===== src/rtl/uart_dec_counter_loader_if.sv =====
// Purpose: bundles the RX FIFO read port, the counter/display output and the optional TX echo port.
// Latency: none; this interface only carries wires.
// Backpressure: rx_empty gates rx_pop; with UART_DEC_ECHO_EN defined, tx_full stalls the loader.
interface uart_dec_counter_loader_if;
    logic [7:0]  rx_data;
    logic        rx_empty;
    logic        rx_pop;
    logic [13:0] counter;
    logic        counter_valid;
    logic        err;
`ifdef UART_DEC_ECHO_EN
    logic [7:0]  tx_data;
    logic        tx_push;
    logic        tx_full;

    modport master (
        input  rx_data, rx_empty, tx_full,
        output rx_pop, counter, counter_valid, err, tx_data, tx_push
    );
    modport slave (
        output rx_data, rx_empty, tx_full,
        input  rx_pop, counter, counter_valid, err, tx_data, tx_push
    );
`else
    modport master (
        input  rx_data, rx_empty,
        output rx_pop, counter, counter_valid, err
    );
    modport slave (
        output rx_data, rx_empty,
        input  rx_pop, counter, counter_valid, err
    );
`endif
endinterface


===== src/rtl/uart_dec_counter_loader.sv =====
// Purpose: turns CR/LF-terminated decimal ASCII lines from the RX FIFO into a 14-bit counter value.
// Latency: 2 cycles from the IDLE cycle that sees the terminator available to counter/counter_valid.
// Backpressure: pops only when rx_empty=0, one character every 2 cycles; UART_DEC_ECHO_EN adds a TX echo where tx_full holds READ.
module uart_dec_counter_loader #(
    parameter int MAX_DIGITS = 4,
    parameter int MAX_VALUE  = 9999
) (
    input  logic                       clk,
    input  logic                       rst,
    uart_dec_counter_loader_if.master  bus
);
    localparam int CW = (MAX_DIGITS < 1) ? 1 : $clog2(MAX_DIGITS + 1);

    typedef enum logic {
        IDLE = 1'b0,
        READ = 1'b1
    } state_t;

    state_t          state;
    state_t          state_next;
    logic            consume;
    logic [13:0]     acc;
    logic [CW-1:0]   digit_cnt;
    logic            line_err;
    logic            is_digit;
    logic            is_term;
    logic [16:0]     mac;

    assign is_digit = (bus.rx_data >= 8'h30) && (bus.rx_data <= 8'h39);
    assign is_term  = (bus.rx_data == 8'h0D) || (bus.rx_data == 8'h0A);
    // For ASCII digits the low nibble is exactly the digit value, i.e. rx_data - 0x30.
    // acc never exceeds 9999 while digit_cnt is bounded, so the 14-bit truncation loses nothing.
    assign mac = (17'(acc) * 17'd10) + 17'(bus.rx_data[3:0]);

    // State register.
    always_ff @(posedge clk) begin
        if (rst) begin
            state <= IDLE;
        end else begin
            state <= state_next;
        end
    end

    // Next state, FIFO pop strobe and the "process this character now" qualifier.
    always_comb begin
        state_next = state;
        bus.rx_pop = 1'b0;
        consume    = 1'b0;
        case (state)
            IDLE: begin
                if (!bus.rx_empty && !rst) begin
                    bus.rx_pop = 1'b1;
                    state_next = READ;
                end
            end
            READ: begin
`ifdef UART_DEC_ECHO_EN
                // The FIFO keeps rx_data stable until the next pop, so waiting here is safe.
                if (!bus.tx_full) begin
                    consume    = 1'b1;
                    state_next = IDLE;
                end
`else
                consume    = 1'b1;
                state_next = IDLE;
`endif
            end
            default: begin
                state_next = IDLE;
            end
        endcase
    end

    // Line parser datapath: accumulate digits, commit or reject on terminator, emit pulses.
    always_ff @(posedge clk) begin
        if (rst) begin
            acc               <= '0;
            digit_cnt         <= '0;
            line_err          <= 1'b0;
            bus.counter       <= '0;
            bus.counter_valid <= 1'b0;
            bus.err           <= 1'b0;
`ifdef UART_DEC_ECHO_EN
            bus.tx_push       <= 1'b0;
            bus.tx_data       <= '0;
`endif
        end else begin
            bus.counter_valid <= 1'b0;
            bus.err           <= 1'b0;
`ifdef UART_DEC_ECHO_EN
            bus.tx_push       <= 1'b0;
`endif
            if (consume) begin
`ifdef UART_DEC_ECHO_EN
                bus.tx_push <= 1'b1;
                bus.tx_data <= bus.rx_data;
`endif
                if (is_digit) begin
                    if (digit_cnt < CW'(MAX_DIGITS)) begin
                        acc       <= mac[13:0];
                        digit_cnt <= digit_cnt + CW'(1);
                    end else begin
                        line_err <= 1'b1;
                    end
                end else if (is_term) begin
                    // A terminator with nothing before it (CRLF tail, blank line) is silent.
                    if ((digit_cnt != '0) || line_err) begin
                        if (line_err || ({18'd0, acc} > 32'(MAX_VALUE))) begin
                            bus.err <= 1'b1;
                        end else begin
                            bus.counter       <= acc;
                            bus.counter_valid <= 1'b1;
                        end
                    end
                    acc       <= '0;
                    digit_cnt <= '0;
                    line_err  <= 1'b0;
                end else begin
                    line_err <= 1'b1;
                end
            end
        end
    end
endmodule


===== src/flat_wrapper.sv =====
// flat-port wrapper written by rule: the top's interface ports become plain ports
module uart_dec_counter_loader_flat 
#(
    parameter int MAX_DIGITS = 4,
    parameter int MAX_VALUE  = 9999
)
  (clk, rst, bus_rx_data, bus_rx_empty, bus_rx_pop, bus_counter, bus_counter_valid, bus_err);
  uart_dec_counter_loader_if bus_i ();
  input  logic clk;
  input  logic rst;
  input wire logic [$bits(bus_i.rx_data)-1:0] bus_rx_data;
  input wire logic [$bits(bus_i.rx_empty)-1:0] bus_rx_empty;
  output wire logic [$bits(bus_i.rx_pop)-1:0] bus_rx_pop;
  output wire logic [$bits(bus_i.counter)-1:0] bus_counter;
  output wire logic [$bits(bus_i.counter_valid)-1:0] bus_counter_valid;
  output wire logic [$bits(bus_i.err)-1:0] bus_err;
  assign bus_i.rx_data = bus_rx_data;
  assign bus_i.rx_empty = bus_rx_empty;
  assign bus_rx_pop = bus_i.rx_pop;
  assign bus_counter = bus_i.counter;
  assign bus_counter_valid = bus_i.counter_valid;
  assign bus_err = bus_i.err;
  uart_dec_counter_loader #(.MAX_DIGITS(MAX_DIGITS), .MAX_VALUE(MAX_VALUE)) u_core (.clk(clk), .rst(rst), .bus(bus_i));
endmodule

===== config.mk =====
export PLATFORM = sky130hd
export DESIGN_NAME = uart_dec_counter_loader_flat
export DESIGN_NICKNAME = d
export VERILOG_FILES = /design/src/rtl/uart_dec_counter_loader_if.sv /design/src/rtl/uart_dec_counter_loader.sv /design/src/flat_wrapper.sv
export SDC_FILE = /design/constraint.sdc
export NUM_CORES = 1
export LEC_CHECK = 0
export ABC_AREA = 1
export CAP_MARGIN = 20
export CORE_UTILIZATION = 40
export CTS_BUF_LIST = sky130_fd_sc_hd__clkbuf_4 sky130_fd_sc_hd__clkbuf_8 sky130_fd_sc_hd__clkbuf_16
export CTS_CLUSTER_SIZE = 20
export DETAILED_ROUTE_END_ITERATION = 10
export DONT_BUFFER_PORTS = 1
export SLEW_MARGIN = 20
export SYNTH_ARGS = -nofsm -noshare
export SYNTH_HDL_FRONTEND = slang
export SYNTH_SLANG_ARGS = --single-unit
export TNS_END_PERCENT = 10

===== constraint.sdc =====
create_clock -name clk -period 2.82 [get_ports clk]
set_input_delay 0.282 -clock clk [delete_from_list [all_inputs] [get_ports clk]]
set_output_delay 0.282 -clock clk [all_outputs]
set_load 0.005 [all_outputs]

After elaboration in Yosys (flattened, before gate mapping):

Cells that the tools add are included.
Widths: inputs -> output; s select.

* register bits: 35
* input bits: 11

* equality and inequality tests: 4
* order comparisons: 4
* add/subtract/negate cells: 2
* bitwise gates (word level): 6
* multiply operators: 1
* muxes and demuxes: 15
* reductions and logical operators: 13

Operator list (count)
* $mux 14: 3
* $eq 8x4->1 const B: 2
* $add 14x4->14: 1
* $gt 14x14->1 const B: 1
* $mul 14x3->13 const B: 1
* $mux 3: 3
* $ge 8x6->1 const B: 1
* $le 8x6->1 const B: 1
* $mux 1: 8
* $not 1->1: 6
* $reduce_and 5->1: 1
* $reduce_or 5->1: 1
* $ne 2x2->1 const B: 2
* $add 3x1->3 const B: 1
* $logic_or 1x1->1: 3
* $lt 3x3->1 const B: 1
* $reduce_and 3->1: 1
* $reduce_bool 3->1: 1
* $logic_and 1x1->1: 2
* $logic_not 1->1: 2
* $pmux 1 s2: 1
* $reduce_and 2->1: 1
* $reduce_bool 2->1: 1

Longest topological paths before layout:

Gate-level depths: netlist of run 1.

* depth in word-level cells: 4
* mapped depth: 15
* depth with buffers taken out: 15

Worst setup path after synthesis of run 1:

OpenSTA, ideal clock, no wires.

* path type: reg-to-reg
* start point: reg u_core.acc[1]
* end point: reg u_core.acc[13]
* cell stages (with the launch flop): 13
* path buffers: 0
* path slack: 0.534 ns
* clock period less this slack: 2.286 ns
* arrival: 2.153 ns
* library setup time: 0.132 ns
* required time: 2.688 ns
* cells stage by stage: dfxtp_1 -> ha_1 -> ha_1 -> fa_1 -> nand3_1 -> nor2_1 -> nand2_1 -> nor2_1 -> nand2_1 -> nor2_1 -> nand3_1 -> nand3_1 -> a21oi_1

* word-level cells in the longest chain between the ends: 4

Ends and longest elaborated chain
* start, declared: line uart_dec_counter_loader.sv:22 `logic [13:0] acc;`
* start signal, assigned: line uart_dec_counter_loader.sv:100 `acc <= mac[13:0];`
* $mul 14x3->13: line uart_dec_counter_loader.sv:33 `assign mac = (17'(acc) * 17'd10) + 17'(bus.rx_data[3:0]);`
* $add 14x4->14: line uart_dec_counter_loader.sv:33
* $mux 14: line uart_dec_counter_loader.sv:99 `if (digit_cnt < CW'(MAX_DIGITS)) begin`
* $mux 14: line uart_dec_counter_loader.sv:98 `if (is_digit) begin`

Every way passes these cells. The select of a mux whose other input is x is not followed.
A chain may end at the register's enable or synchronous reset.

Final worst setup path of run 1:

* start point: reg u_core.acc[1]
* end point: reg u_core.acc[12]

Same word-level chain as after synthesis.

==> results.yml, run 1 <==
clocking:
  clock_latency_ns: 0.28
  clkTransAtPathRegs_ns: 0.07
  cts_num_sinks: 35
  cts_hold_repair.buffers: 0
  tritoncts: "built"
  postCtsResizedCells: 0
  number_of_clock_buffers_inserted_by_tritoncts: 5
  cts-root-to-sink-buffers: 2
  htree_levels: 2
  root_buffer: "sky130_fd_sc_hd__clkbuf_8"
  post_cts_buffers: 0
outcome:
  outcome: "completed"
placed_design:
  instance_area_at_placement_sq_mm: 0.002366
  placedCellCount: 399
  routabilityCongestion: 0.8528
  portBuffers: 0
  detailedPlacementHpwl_um: 3985
timing:
  clock.fmax_mhz: 387.8
  finalSetupTns_ns: 0
  grt_setup_unrepaired: "no"
  fin_skew_ns: 0.005054
  tmin_final_ns: 2.579
  drv_slew: 0
  timing.hold.ws_ns: 0.06347
  setup-violations-final: 0
  final.period_utilization_pct: 91.44
  slew_headroom_pct: 72.02
  worst_slew_pin_tran_ns: 0.4187
  hold_viol: 0
drt:
  antenna_left: 0
  drt_drc_violations_left: 0
  routed_wire_length_per_instance_um: 12.61
  num_vias: 2043
  drt-initial-drc-count: 109
  detail_route.first_pass.iterations: 4
  vias_per_cell: 5.020
  wl_um: 5134
floorplan:
  die-height_um: 77.81
  die_width_um: 77.81
  die_area_sq_mm: 0.006054
  initial_util_pct: 41.74
  fp-row-count: 27
  fp.coreArea_sq_mm: 0.005507
  boundaryPins: 28
worst_setup_path:
  crit_path_start_kind: "register"
  signal_arrival_time_at_the_worst_endpoint_ns: 2.79
  critPathKind: "register to register"
  timing.critical_path.required_ns: 3.03
  critPathCaptureType: "register"
  crit_fanout: 5
cells_and_area:
  layout_common_cells: "sky130_fd_sc_hd__nand2_1, sky130_fd_sc_hd__nor2_1, sky130_fd_sc_hd__a21oi_1"
  final_core_utilization_pct: 44.58
  post_route_cells_drive_above_1_share_pct: 5.672
  diodes: 0
  most_common_library_cell_in_the_layout_ignoring_fill_and_taps: "sky130_fd_sc_hd__nand2_1"
  final_nets: 371
  final_area_sq_mm: 0.002455
  layout-area-overhead-vs-synth_pct: 6.804
  final-instance-count-excl-fill: 407
  n_fill_cell: 576
grt:
  first_global_vias: 1806
  wire_length_of_the_first_global_routing_pass_um: 8714
  grt_remaining_overflow: 0
  grt_start_max_net_pins: 21
  global_route.usage.total_pct: 18.19
  grt_antenna_before_repair: 0
pwr:
  static-leakage-power_nw: 1.092
  power_density_mw_per_mm2: 361.5
  power.ir.vdd_worst_mv: 0.2098
hold_path:
  hold_class: "input port to register"
job:
  timing.max_cap.violations: 0
synth:
  synth_warnings: 0
  synthesis.area_sq_mm: 0.002298
  synth_cells: 333
  register_bit_total_from_synthesis: 35
  synthesized_net_count: 370
  yosysSeqAreaShare_pct: 30.48
  netlist-cell-type-count: 33
  average_cell_area_after_synthesis_sq_um: 6.902
[sequential cells by signal (all words and copies together) (netlist names)]
name                      count
u_core.digit_cnt              3
u_core.acc                   14
u_core.bus.err                1
u_core.state                  1
u_core.bus.counter           14
u_core.bus.counter_valid      1
u_core.line_err               1
[through the flow]
stage | total power, mW | setup WS, ns
6_report | 0.8874 | 0.2414
3_3_place_gp | 0.5400 | 0.3128
4_1_cts | 0.8967 | 0.2284
2_1_floorplan | 0.5368 | 0.5345
5_1_grt | 0.9265 | 0.05487
3_5_place_dp | 0.5397 | 0.2593
[cell type report]
cell class              instances  area, sq um  area share [%]
well taps                      72        90.09           3.670
multi-input cells             261         1451           59.12
repair buffers                  2        15.01          0.6116
inverters                      29        108.9           4.434
clock buffers                   7        83.83           3.415
flip-flops and latches         35        700.7           28.54
clock inverters                 1        5.005          0.2039
[kinds of logic after synthesis]
logic type               after synthesis  share of synthesized area [%]
adder cells (fa/ha/maj)               26                          14.81
AND/OR/NAND/NOR                      166                          31.74
buffers and inverters                 37                          6.369
XOR/XNOR                               6                          2.286
flip-flops                            35                          30.48
AO/OA/AOI/OAI                         63                          14.32
[power by group]
| part | internal (mW) | switching (mW) | total, mW | leakage, nW |
|---|---|---|---|---|
| clock | 0.192 | 0.166 | 0.359 | 0.0491 |
| combinational | 0.0107 | 0.0196 | 0.0303 | 0.760 |
| sequential | 0.496 | 0.00237 | 0.499 | 0.282 |
| total | 0.699 | 0.188 | 0.887 | 1.09 |
[worst max-delay path, cell delays in order (launching register included)]
cell and delay (ns):
sky130_fd_sc_hd__dfxtp_1 0.43, sky130_fd_sc_hd__ha_1 0.27, sky130_fd_sc_hd__ha_1 0.24, sky130_fd_sc_hd__fa_1 0.55, sky130_fd_sc_hd__nand2_1 0.07, sky130_fd_sc_hd__inv_1 0.07
sky130_fd_sc_hd__nand4_1 0.07, sky130_fd_sc_hd__nand2_1 0.11, sky130_fd_sc_hd__nand3b_1 0.14, sky130_fd_sc_hd__nor2_1 0.22, sky130_fd_sc_hd__nand2_1 0.07, sky130_fd_sc_hd__nand2_1 0.06
sky130_fd_sc_hd__nand3_1 0.07, sky130_fd_sc_hd__a21oi_1 0.13
[worst paths after layout]
| check | slack [ns] | startpoint | cells past startpoint | to |
|---|---|---|---|---|
| setup reg to reg | 0.24 | u_core.acc[1]$_SDFFE_PP0P_ | 13 | u_core.acc[12]$_SDFFE_PP0P_ |
| hold / removal | 0.06 | rst | 1 | u_core.acc[0]$_SDFFE_PP0P_ |
| setup / recovery | 0.24 | u_core.acc[1]$_SDFFE_PP0P_ | 13 | u_core.acc[12]$_SDFFE_PP0P_ |
| hold reg to reg | 0.48 | u_core.line_err$_SDFFE_PP0P_ | 2 | u_core.line_err$_SDFFE_PP0P_ |
[Yosys cell counts]
| master | count | area [sq um] |
|---|---|---|
| sky130_fd_sc_hd__or2_2 | 1 | 6.260 |
| sky130_fd_sc_hd__dfxtp_1 | 35 | 700.7 |
| sky130_fd_sc_hd__nand3_1 | 28 | 140.1 |
| sky130_fd_sc_hd__nor2_1 | 37 | 138.9 |
| sky130_fd_sc_hd__buf_2 | 3 | 15.01 |
| sky130_fd_sc_hd__inv_2 | 1 | 3.750 |
| sky130_fd_sc_hd__a31o_2 | 1 | 8.760 |
| sky130_fd_sc_hd__or2_0 | 1 | 6.260 |
| sky130_fd_sc_hd__fa_1 | 2 | 40.04 |
| sky130_fd_sc_hd__o21ai_0 | 15 | 75.07 |
| sky130_fd_sc_hd__nor3_1 | 3 | 15.01 |
| sky130_fd_sc_hd__clkinv_1 | 1 | 3.750 |
| sky130_fd_sc_hd__nor4_1 | 2 | 12.51 |
| sky130_fd_sc_hd__nand4_4 | 1 | 21.27 |
| sky130_fd_sc_hd__nor2_4 | 1 | 11.26 |
| sky130_fd_sc_hd__nor3b_1 | 1 | 7.510 |
| sky130_fd_sc_hd__nand2_4 | 1 | 11.26 |
| sky130_fd_sc_hd__ha_1 | 24 | 300.3 |
| sky130_fd_sc_hd__a21oi_1 | 37 | 185.2 |
| sky130_fd_sc_hd__xnor2_1 | 4 | 35.03 |
| sky130_fd_sc_hd__o21bai_1 | 1 | 7.510 |
| sky130_fd_sc_hd__inv_1 | 27 | 101.4 |
| sky130_fd_sc_hd__xor2_1 | 2 | 17.52 |
| sky130_fd_sc_hd__buf_4 | 1 | 7.510 |
| sky130_fd_sc_hd__o21ai_2 | 1 | 8.760 |
| sky130_fd_sc_hd__a21oi_2 | 1 | 8.760 |
| sky130_fd_sc_hd__nand4_1 | 1 | 6.260 |
| sky130_fd_sc_hd__nand2_1 | 83 | 311.6 |
| sky130_fd_sc_hd__o21ai_1 | 7 | 35.03 |
| sky130_fd_sc_hd__nand3b_1 | 3 | 22.52 |
| sky130_fd_sc_hd__clkbuf_1 | 4 | 15.01 |
| sky130_fd_sc_hd__or2_1 | 2 | 12.51 |
| sky130_fd_sc_hd__nor2_2 | 1 | 6.260 |
[per-layer routing]
layer  up-vias  wire length [um]  track usage [%]
li1       1103                 -                -
met1       903              2736            26.76
met2        35              2146            25.93
met3         2               224            4.824
met4         0                27            4.340
met5         -                 0                0
Power figures use the tool's default switching activity.
==> inputs of run 2 (changes only) <==
--- a/config.mk
+++ b/config.mk
@@ -7,11 +7,13 @@
 export LEC_CHECK = 0
 export ABC_AREA = 1
 export CAP_MARGIN = 20
+export CORE_ASPECT_RATIO = 0.6
 export CORE_UTILIZATION = 40
 export CTS_BUF_LIST = sky130_fd_sc_hd__clkbuf_4 sky130_fd_sc_hd__clkbuf_8 sky130_fd_sc_hd__clkbuf_16
 export CTS_CLUSTER_SIZE = 20
 export DETAILED_ROUTE_END_ITERATION = 10
 export DONT_BUFFER_PORTS = 1
+export PLACE_DENSITY = 0.53
 export SLEW_MARGIN = 20
 export SYNTH_ARGS = -nofsm -noshare
 export SYNTH_HDL_FRONTEND = slang
==> run 2 against run 1 <==
Clock-buffer cell count fell by 2. Critical path depth did not move. Sequential power barely moved. Routed wire length rose by 8.9%. Hold slack got worse by 0.014 ns. Clock power rose by 27%. First-iteration DRC count fell by 21%. Flip-flop and latch count did not move. Register-to-register slack improved by 0.02 ns. Clock skew fell by 0.0027 ns. Sequential share of layout area fell by 0.31 points.
==> results.yml, run 2 (same netlist as run 1, synthesis figures left out) <==
worst_setup_path:
  crit_chain: "ha_1, ha_1, fa_1, nand2_1, inv_1, nand4_1, nand2_1, nand3b_1, nor2_1, nand2_1, nand2_1, nand3_1, a21oi_1"
  cp_slowest_stage_delay_ns: 0.54
  cp_bufs_invs: 1
  critical-path-slowest-cell: "sky130_fd_sc_hd__fa_1"
  crit_path_start_kind: "register"
  origin_of_the_worst_setup_path: "u_core.acc[1]$_SDFFE_PP0P_"
  crit_path_frequent_cell: "sky130_fd_sc_hd__nand2_1"
  critPathCaptureType: "register"
  crit_path_leading_delay_family: "adder cells"
  rr_endpoint: "u_core.acc[12]$_SDFFE_PP0P_"
  reg2reg_setup_slack_ns: 0.26
  worstRegToRegCells: 13
  critPathKind: "register to register"
  crit_fanout: 5
  timing.critical_path.required_ns: 3.05
  signal_arrival_time_at_the_worst_endpoint_ns: 2.78
  regToRegStartpoint: "u_core.acc[1]$_SDFFE_PP0P_"
placed_design:
  instance_area_at_placement_sq_mm: 0.002372
  detailedPlacementHpwl_um: 4335
  routabilityCongestion: 0.8910
  portBuffers: 0
outcome:
  outcome: "completed"
grt:
  grt_util_met2_pct: 26.21
  wire_length_of_the_first_global_routing_pass_um: 8970
  grt_antenna_before_repair: 0
  grt_remaining_overflow: 0
  global_route.usage.total_pct: 19.57
  met1_usage_pct: 31.23
  grt_use_met3_pct: 4.608
  grt_start_max_net_pins: 21
  first_global_vias: 1785
  gr-max-usage-layer: "met1"
cells_and_area:
  n_fill_cell: 570
  layout_common_cells: "sky130_fd_sc_hd__nand2_1, sky130_fd_sc_hd__nor2_1, sky130_fd_sc_hd__a21oi_1"
  most_common_library_cell_in_the_layout_ignoring_fill_and_taps: "sky130_fd_sc_hd__nand2_1"
  post_route_cells_drive_above_1_share_pct: 5.970
  final_area_sq_mm: 0.002486
  diodes: 0
  reg_top3: "u_core.acc x14, u_core.bus.counter x14, u_core.digit_cnt x3"
  layout-area-overhead-vs-synth_pct: 8.165
  final_nets: 371
clocking:
  cts_num_sinks: 35
  post_cts_buffers: 0
  tritoncts: "built"
  clock_latency_ns: 0.29
  root_buffer: "sky130_fd_sc_hd__clkbuf_8"
  clkTransAtPathRegs_ns: 0.07
  htree_levels: 2
  number_of_clock_buffers_inserted_by_tritoncts: 5
  cts-root-to-sink-buffers: 2
floorplan:
  boundaryPins: 28
  initial_util_pct: 43.53
  die_width_um: 99.86
  fp.coreArea_sq_mm: 0.005280
  fp-row-count: 20
  die_area_sq_mm: 0.006063
  die-height_um: 60.72
job:
  timing.max_cap.violations: 0
pwr:
  power_density_mw_per_mm2: 396.1
  power.ir.vdd_worst_mv: 0.1679
  static-leakage-power_nw: 1.101
drt:
  drt_drc_violations_left: 0
  routed_wire_length_per_instance_um: 13.57
  detail_route.first_pass.iterations: 4
  drt-initial-drc-count: 86
  num_vias: 2080
  wl_um: 5591
  vias_per_cell: 5.049
  antenna_left: 0
timing:
  slew_headroom_pct: 70.55
  tmin_final_ns: 2.556
  finalSetupTns_ns: 0
  timing.hold.ws_ns: 0.04961
  clock.fmax_mhz: 391.2
  fin_skew_ns: 0.002326
  drv_slew: 0
  setup-violations-final: 0
  final.period_utilization_pct: 90.64
  worst_slew_pin_tran_ns: 0.4407
  hold_viol: 0
  grt_setup_unrepaired: "no"
hold_path:
  timing.hold.worst_path_depth: 1
  hold_class: "input port to register"
  timing.hold.worst_endpoint: "u_core.acc[1]$_SDFFE_PP0P_"
  worstHoldStart: "rst"
-- run 2: layer usage --
metal,routed length [um],vias to the layer above
met3,296,4
met1,3175,922
met4,35,0
met5,0,-
li1,-,1106
met2,2084,48
-- run 2: cell type report --
| type | count | area (sq um) | area share [%] |
|---|---|---|---|
| multi-input cells | 261 | 1451 | 58.38 |
| flip-flops and latches | 35 | 701.9 | 28.23 |
| inverters | 29 | 108.9 | 4.378 |
| well taps | 77 | 96.34 | 3.875 |
| clock buffers | 5 | 68.82 | 2.768 |
| clock inverters | 3 | 43.79 | 1.761 |
| repair buffers | 2 | 15.01 | 0.6039 |
-- run 2: how the worst max path moves through the flow --
stage | end | depth (start not counted)
floorplan | u_core.acc[13]$_SDFFE_PP0P_ | 12
finish | u_core.acc[12]$_SDFFE_PP0P_ | 13
global placement | u_core.acc[12]$_SDFFE_PP0P_ | 13
CTS | u_core.acc[12]$_SDFFE_PP0P_ | 13
detailed placement | u_core.acc[12]$_SDFFE_PP0P_ | 13
global route | u_core.acc[12]$_SDFFE_PP0P_ | 13
-- run 2: what timing repair did --
| item | CTS | global route |
|---|---|---|
| hold buffers | 0 | 0 |
| setup endpoints to repair | 0 | 2 |
| resized for setup | 0 | 1 |
-- run 2: where the power goes --
group | internal [mW] | switching, mW | total (mW) | leakage (nW)
clock network | 0.263 | 0.193 | 0.456 | 0.0581
logic | 0.0107 | 0.0199 | 0.0306 | 0.760
registers | 0.496 | 0.00251 | 0.498 | 0.283
total | 0.770 | 0.215 | 0.985 | 1.10
-- run 2: metrics by stage --
step	setup slack, ns	total power [mW]	utilization (%)	cells
global route	0.05944	1.024	47.09	412
floorplan	0.5345	0.5368	-	333
detailed placement	0.2102	0.5406	44.93	404
global placement	0.2329	0.5408	44.93	404
CTS	0.2072	0.9919	47.06	412
finish	0.2640	0.9847	47.09	412
